$ cat config.mk
export PLATFORM = sky130hd
export DESIGN_NAME = uart_cmd_wrapper
export DESIGN_NICKNAME = d
export VERILOG_FILES = /design/src/rtl/uart_cmd_wrapper.sv
export SDC_FILE = /design/constraint.sdc
export NUM_CORES = 1
export LEC_CHECK = 0
export BUFFER_PORTS_ARGS = -buffer_cell sky130_fd_sc_hd__buf_2
export CORE_MARGIN = 2
export CORE_UTILIZATION = 45
export CTS_CLUSTER_DIAMETER = 50
export DETAILED_ROUTE_END_ITERATION = 16
export PLACE_DENSITY_LB_ADDON = 0.25
export RECOVER_POWER = 25
export SYNTH_ARGS = -nofsm -noshare
export SYNTH_HDL_FRONTEND = slang
export SYNTH_SLANG_ARGS = --single-unit
export TNS_END_PERCENT = 30
$ cat constraint.sdc
create_clock -name clk -period 4.1 [get_ports clk]
set_clock_uncertainty 0.2 [all_clocks]
set_input_delay 0 -clock clk [delete_from_list [all_inputs] [get_ports clk]]
set_output_delay 0 -clock clk [all_outputs]
set_load 0.05 [all_outputs]
$ cat src/rtl/uart_cmd_wrapper.sv
// uart_cmd_wrapper: 8N1 UART endpoint that pairs received bytes into 16-bit commands and sends response bytes.
module uart_cmd_wrapper #(
  parameter int BAUD_DIV = 2604,
  parameter int BYTE_TMO = 2**20
) (
  input  logic        clk,
  input  logic        rst,
  input  logic        RX,
  output logic        TX,
  output logic [15:0] cmd,
  output logic        cmd_rdy,
  input  logic        clr_cmd_rdy,
  input  logic [7:0]  resp,
  input  logic        trmt,
  output logic        tx_done
);
  localparam int BW = $clog2(BAUD_DIV);
  localparam int TW = $clog2(BYTE_TMO + 1);
  localparam logic [BW-1:0] LAST = BW'(BAUD_DIV - 1);
  localparam logic [BW-1:0] HALF = BW'(BAUD_DIV / 2 - 1);
  localparam logic [TW-1:0] TMO = TW'(BYTE_TMO);
  typedef enum logic {R_IDLE, R_RECV} rx_st_e;
  typedef enum logic {A_HI, A_LO} asm_st_e;
  typedef enum logic {T_IDLE, T_XMIT} tx_st_e;
  rx_st_e         rx_st_q;
  asm_st_e        asm_q;
  tx_st_e         tx_st_q;
  logic [1:0]     rx_ff_q;
  logic [BW-1:0]  rx_baud_q, tx_baud_q;
  logic [3:0]     rx_bit_q, tx_bit_q;
  logic [7:0]     rx_byte_q, cmd_hi_q;
  logic [15:0]    cmd_q;
  logic           cmd_rdy_q, tx_done_q;
  logic [TW-1:0]  tmo_q;
  logic [9:0]     shft_q;
  logic           rx_s, rx_tick, byte_rdy, frm_err, start_det;
  assign rx_s      = rx_ff_q[1];
  // first sample lands mid start bit, the rest one full bit apart
  assign rx_tick   = rx_st_q == R_RECV && rx_baud_q == (rx_bit_q == 4'd0 ? HALF : LAST);
  assign byte_rdy  = rx_tick && rx_bit_q == 4'd9 && rx_s;
  assign frm_err   = rx_tick && rx_bit_q == 4'd9 && !rx_s;
  assign start_det = rx_st_q == R_IDLE && !rx_s;
  assign TX        = shft_q[0];
  assign cmd       = cmd_q;
  assign cmd_rdy   = cmd_rdy_q;
  assign tx_done   = tx_done_q;
  always_ff @(posedge clk or posedge rst)
    if (rst) begin
      rx_ff_q   <= 2'b11;
      rx_st_q   <= R_IDLE;
      rx_baud_q <= '0;
      rx_bit_q  <= '0;
      rx_byte_q <= '0;
    end else begin
      rx_ff_q <= {rx_ff_q[0], RX};
      if (rx_st_q == R_IDLE) begin
        rx_baud_q <= '0;
        rx_bit_q  <= '0;
        if (start_det) rx_st_q <= R_RECV;
      end else if (rx_tick) begin
        rx_baud_q <= '0;
        rx_bit_q  <= rx_bit_q + 1'b1;
        if ((rx_bit_q == 4'd0 && rx_s) || rx_bit_q == 4'd9) rx_st_q <= R_IDLE;
        if (rx_bit_q != 4'd0 && rx_bit_q != 4'd9) rx_byte_q <= {rx_s, rx_byte_q[7:1]};
      end else
        rx_baud_q <= rx_baud_q + 1'b1;
    end
  always_ff @(posedge clk or posedge rst)
    if (rst) begin
      asm_q     <= A_HI;
      cmd_hi_q  <= '0;
      cmd_q     <= '0;
      cmd_rdy_q <= 1'b0;
      tmo_q     <= '0;
    end else begin
      if (asm_q == A_HI) begin
        if (byte_rdy) begin
          cmd_hi_q <= rx_byte_q;
          asm_q    <= A_LO;
          tmo_q    <= '0;
        end
      end else if (byte_rdy) begin
        cmd_q <= {cmd_hi_q, rx_byte_q};
        asm_q <= A_HI;
      end else if (frm_err || tmo_q == TMO)
        asm_q <= A_HI;
      else if (rx_st_q == R_IDLE)
        tmo_q <= tmo_q + 1'b1;
      cmd_rdy_q <= (asm_q == A_LO && byte_rdy) ||
                   (cmd_rdy_q && !clr_cmd_rdy && !(asm_q == A_HI && start_det));
    end
  // ones shift in behind the frame so TX rests high once the stop bit is out
  always_ff @(posedge clk or posedge rst)
    if (rst) begin
      tx_st_q   <= T_IDLE;
      shft_q    <= '1;
      tx_baud_q <= '0;
      tx_bit_q  <= '0;
      tx_done_q <= 1'b0;
    end else if (tx_st_q == T_IDLE) begin
      if (trmt) begin
        shft_q    <= {1'b1, resp, 1'b0};
        tx_st_q   <= T_XMIT;
        tx_done_q <= 1'b0;
        tx_baud_q <= '0;
        tx_bit_q  <= '0;
      end
    end else if (tx_baud_q == LAST) begin
      tx_baud_q <= '0;
      shft_q    <= {1'b1, shft_q[9:1]};
      tx_bit_q  <= tx_bit_q + 1'b1;
      if (tx_bit_q == 4'd9) begin
        tx_st_q   <= T_IDLE;
        tx_done_q <= 1'b1;
      end
    end else
      tx_baud_q <= tx_baud_q + 1'b1;
endmodule
Word-level counts from Yosys, hierarchy flattened
Index checks and enable logic that the tools add are counted.

word-level totals
  bits in registers = 102
  bits in latches = 0
  memory bits (writable) = 0
  memory bits (read-only) = 0
  input port bits = 13
  output and inout bits = 19
  word-level logic and storage cells = 96
  memories = 0

cells by class
  $add $sub $neg = 5
  multiply operators = 0
  div/mod/pow operators = 0
  magnitude comparators = 0
  eq/ne operators = 12
  shift-type cells = 0
  mux-type cells = 35
  bitwise operators = 2
  reduce and logical (&&, ||, !) cells = 27

operator list
  kind                                                   count
  two-way mux 21 bit                                     5
  two-way mux 12 bit                                     6
  two-way mux 10 bit                                     3
  adder 12 x 1 -> 12 bit, second input constant          2
  adder 21 x 1 -> 21 bit, second input constant          1
  == test 21 bit, second input constant                  1
  two-way mux 4 bit                                      5
  two-way mux 1 bit                                      16
  == test 12 bit                                         1
  == test 12 bit, second input constant                  1
  logical AND 1 bit                                      11
  adder 4 x 1 -> 4 bit, second input constant            2
  == test 4 bit, second input constant                   2
  inequality test 2 x 1 -> 1 bit, second input constant  4
  AND reduction 2 bit                                    3
  AND reduction 3 bit                                    2
  zero test 4 bit                                        1
  inequality test 2 bit, second input constant           2
  inequality test 4 bit, second input constant           1
  AND reduction 4 bit                                    1
  nonzero test 2 bit                                     2
  nonzero test 4 bit                                     1
  zero test 1 bit                                        3
  logical OR 1 bit                                       3
  NOT 1 bit                                              2

Logic depth before layout (Yosys ltp)
  depth after elaboration = 10
  mapped depth = 9
  depth with buffers taken out = 8

Least setup slack after synthesis
OpenSTA, ideal clock, no wires.

  kind = register to register
  start point = reg rx_bit_q[0]
  end point = reg cmd_q[0] (netlist: cmd[0])
  data arrival time = 2,347 ps
  setup slack = 1,427 ps
  cell stages (with the launch flop) = 10
  cells stage by stage = dfrtp_1 inv_1 ha_1 nor3b_2 mux2i_1 nand2_1 or4b_1 buf_2 buf_6 mux2_4

between the ends
  longest elaborated chain between the ends = 7
  elaborated cells between the ends (all ways) = 8

RTL lines
  what                                    RTL line  RTL
  start, declared                         30        logic [3:0] rx_bit_q, tx_bit_q;
  start signal, assigned                  62        rx_bit_q <= rx_bit_q + 1'b1;
  zero test 4 bit                         39        assign rx_tick = rx_st_q == R_RECV && rx_baud_q == (rx_bit_q == 4'd0 ? HALF : LAST);
  two-way mux 12 bit                      39
  == test 12 bit                          39
  logical AND 1 bit                       39
  logical AND 1 bit * (2 in series)       40        assign byte_rdy = rx_tick && rx_bit_q == 4'd9 && rx_s;
  AND reduction 2 bit (no source line) *  --
  end signal, assigned                    83        cmd_q <= {cmd_hi_q, rx_byte_q};
  end, declared                           32        logic [15:0] cmd_q;

Every way passes the cells marked *; elsewhere a longest branch is shown, timed or not.
A chain may end at the register's enable or synchronous reset.

Final worst setup path
  start point = reg rx_bit_q[1]
  end point = reg cmd_q[14] (netlist: cmd[14])

Same word-level chain as after synthesis.

==> results.cfg <==
[run_status]
outcome = finished, violations left
violations = capacitance limit, slew limit

[detailed_routing]
wl_per_cell_um = 14.1
drtAntennaViolNets = 0
finalWirelength_mm = 8.88
drtPass1Iterations = 4
drc = 0
via_per_inst = 5.27
drtIter0Drc = 138
route.vias.total = 3315

[sta]
post-route-period-util_pct = 77.7
finalHoldViolCount = 0
worst_slack_ns = 0.915
fmax_mhz = 314
timing.setup.tns_ns = 0
worstMarginPinSlew_ns = 2.63
slew_headroom_pct = -75.8
setup_violations = 0
min_period_ns = 3.19
slew_viol_final = 73
whs_ns = 0.0603
rsz0062_at_grt = no

[clock_network]
htree_levels = 3
clock_latency_ns = 0.39
cts_buffers = 9
cts.reportedPaths.clkPinSlew_ns = 0.10
cts-root-buf = clkbuf_8
post_cts_buffers = 0
cts_tree = yes
cts_sinks = 101
clockBufferDepth = 2

[logic_synthesis]
synth_flop_cell = dfrtp_1
synth_cell_types = 51
avgSynthCellArea_um2 = 10.7
ys_seq_area_share_pct = 53.3
synth-edff-count = 0
synth_nets = 467
yosys_warnings = 0
synthesis.area_mm2 = 0.00477
ys_ff_latch = 101
async_flop_share_pct = 100
syn_inst = 445

[setup_path]
arrival_ns = 3.26
cp_data_required_time_ns = 4.17
critical_path_class = reg -> reg
cp_max_fo = 16
end_kind = register
crit_path_start_kind = register

[hold_path]
hp-class = in -> reg

[floorplan]
core_area_mm2 = 0.0103
dieArea_mm2 = 0.0114
fp.dieH_um = 107
num_rows = 37
pin_count = 32
initial_core_util_pct = 46.2
fp.dieW_um = 107

[final_layout]
syn_to_final_growth_pct = 13.2
multi_input_area_mm2 = 0.00212
num_antenna_cells = 0
fillers = 917
final_common_cell = dfrtp_1
final_util_pct = 52.3
register_area_mm2 = 0.00254
drive_above_1_share_pct = 17.6
layout_common_cells = dfrtp_1, nor2_1, nand2_1
fin_nets = 510

[global_route]
grt.met3_usage_pct = 4.62
first_global_vias = 3287
grt_util_all_layers_pct = 16.7
grt.busiest_layer = met2
grt_max_degree = 73
grt_overflow_total = 0
grt_pass1_wl_mm = 15.2
gr-usage-met1_pct = 21.9
gr-usage-met2_pct = 26.6
antenna_found_initial = 0

[power_and_ir_drop]
p_per_area_mw_per_mm2 = 373
switching_share_pct = 25.2
p_clk_share_pct = 36.3
p_total_mw = 2.01
irDropWorstVdd_v = 0.000353
switchingPower_mw = 0.507
seq_power_share_pct = 56.6
combPwrFrac_pct = 7.1
cellInternalPower_mw = 1.51
leakage_nw = 2.57

[place]
dp_hpwl_mm = 5.84
place.gp.congestion = 0.848
post-place-ws_ns = 0.962
portBuffers = 31

[job]
cap_violations = 1
[cells in the mapped netlist, drive strengths merged, types with 2 or more instances]
cell | n | share of area (%)
nand3 | 23 | 2.4
nor2b | 5 | 0.66
nor2 | 51 | 4.0
a31oi | 7 | 0.92
ha | 9 | 2.4
and3 | 11 | 1.5
or3 | 4 | 0.52
o21ai | 29 | 3.0
nand2 | 34 | 2.7
clkbuf | 12 | 0.94
buf | 3 | 0.42
o31ai | 4 | 0.63
and2 | 5 | 0.66
nor4bb | 2 | 0.42
nand3b | 3 | 0.47
nor4b | 2 | 0.37
a21o | 2 | 0.31
and3b | 2 | 0.37
a22o | 2 | 0.37
dfrtp | 90 | 47
nor3 | 6 | 0.63
mux2i | 10 | 2.1
mux2 | 33 | 8.6
xnor2 | 10 | 1.8
xor2 | 15 | 2.8
and4 | 4 | 0.73
a21oi | 14 | 1.5
nand4 | 11 | 1.4
inv | 12 | 0.94
nor4 | 4 | 0.52
dfstp | 11 | 6.1
[through the flow]
step                instances  area, um^2
floorplan                 445        4770
global placement          600        5060
detailed placement        600        5060
CTS                       629        5420
global route              629        5400
finish                    629        5400
[what timing repair did]
item                      CTS  global route
hold endpoints to repair   79             0
gates resized for setup     0             0
hold buffers               13             0
[final timing paths]
kind,startpoint,to,slack (ns),cells after the start
max in group asynchronous,rst,tx_done$_DFFE_PP0P_,1.32,3
hold / removal,RX,rx_ff_q[0]$_DFF_PP1_,0.06,2
min in group asynchronous,rst,tx_baud_q[6]$_DFFE_PP0P_,0.88,3
setup reg to reg,rx_bit_q[1]$_DFFE_PP0P_,cmd[14]$_DFFE_PP0P_,0.91,7
hold reg to reg,rx_ff_q[0]$_DFF_PP1_,rx_ff_q[1]$_DFF_PP1_,0.17,0
setup / recovery,rx_bit_q[1]$_DFFE_PP0P_,cmd[14]$_DFFE_PP0P_,0.91,7
[power groups by stage]
| stage | clock, mW | sequential [mW] | combinational (mW) |
|---|---|---|---|
| after detailed placement | 0 | 1.16 | 0.138 |
| after CTS | 0.746 | 1.14 | 0.147 |
| after global placement | 0 | 1.16 | 0.131 |
| after floorplan | 0 | 1.14 | 0.106 |
| after global routing | 0.782 | 1.15 | 0.169 |
| final | 0.730 | 1.14 | 0.144 |
[cell type report]
class	count	area share [%]
Clock buffer	10	2.55
Clock inverter	6	1.74
Inverter	12	0.834
Multi-Input combinational cell	317	39.2
Sequential cell	101	47.0
Tap cell	136	3.15
Timing Repair Buffer	47	5.44
[cells by family (layout without fill, tap and decap cells)]
| kind of cell | count (synthesis) | count (layout) | share of synthesized area [%] |
|---|---|---|---|
| and+or+nand+nor | 172 | 172 | 18.3 |
| muxes | 43 | 43 | 10.7 |
| AOI/OAI and AO/OA | 68 | 68 | 8.50 |
| DFF | 101 | 101 | 53.3 |
| adders and majority gates | 9 | 9 | 2.36 |
| xor gates and xnor gates | 25 | 25 | 4.59 |
| buffers and inverters | 27 | 75 | 2.31 |
[sequential cells by signal, indices dropped and copies added, names as in the netlist]
name / cells
tmo_q: 21
cmd: 16
rx_baud_q: 12
tx_baud_q: 12
shft_q: 9
cmd_hi_q: 8
rx_byte_q: 8
rx_bit_q: 4
tx_bit_q: 4
rx_ff_q: 2
asm_q: 1
cmd_rdy: 1
rx_st_q: 1
tx_done: 1
tx_st_q: 1
[critical path, cell delays in order, from the launching register on]
cell	delay, ns
dfrtp_1	0.43
inv_1	0.10
ha_1	0.18
nor3b_2	0.28
mux2i_1	0.40
nand2_1	0.12
or4b_1	0.93
mux2_2	0.43
[layer usage]
metal	vias to the layer above	part of all wire, %
met5	-	0
met4	0	1.5
met3	9	3.2
met2	49	46
met1	1606	49
li1	1651	-
Note: power is estimated with default switching activity, not from simulation.
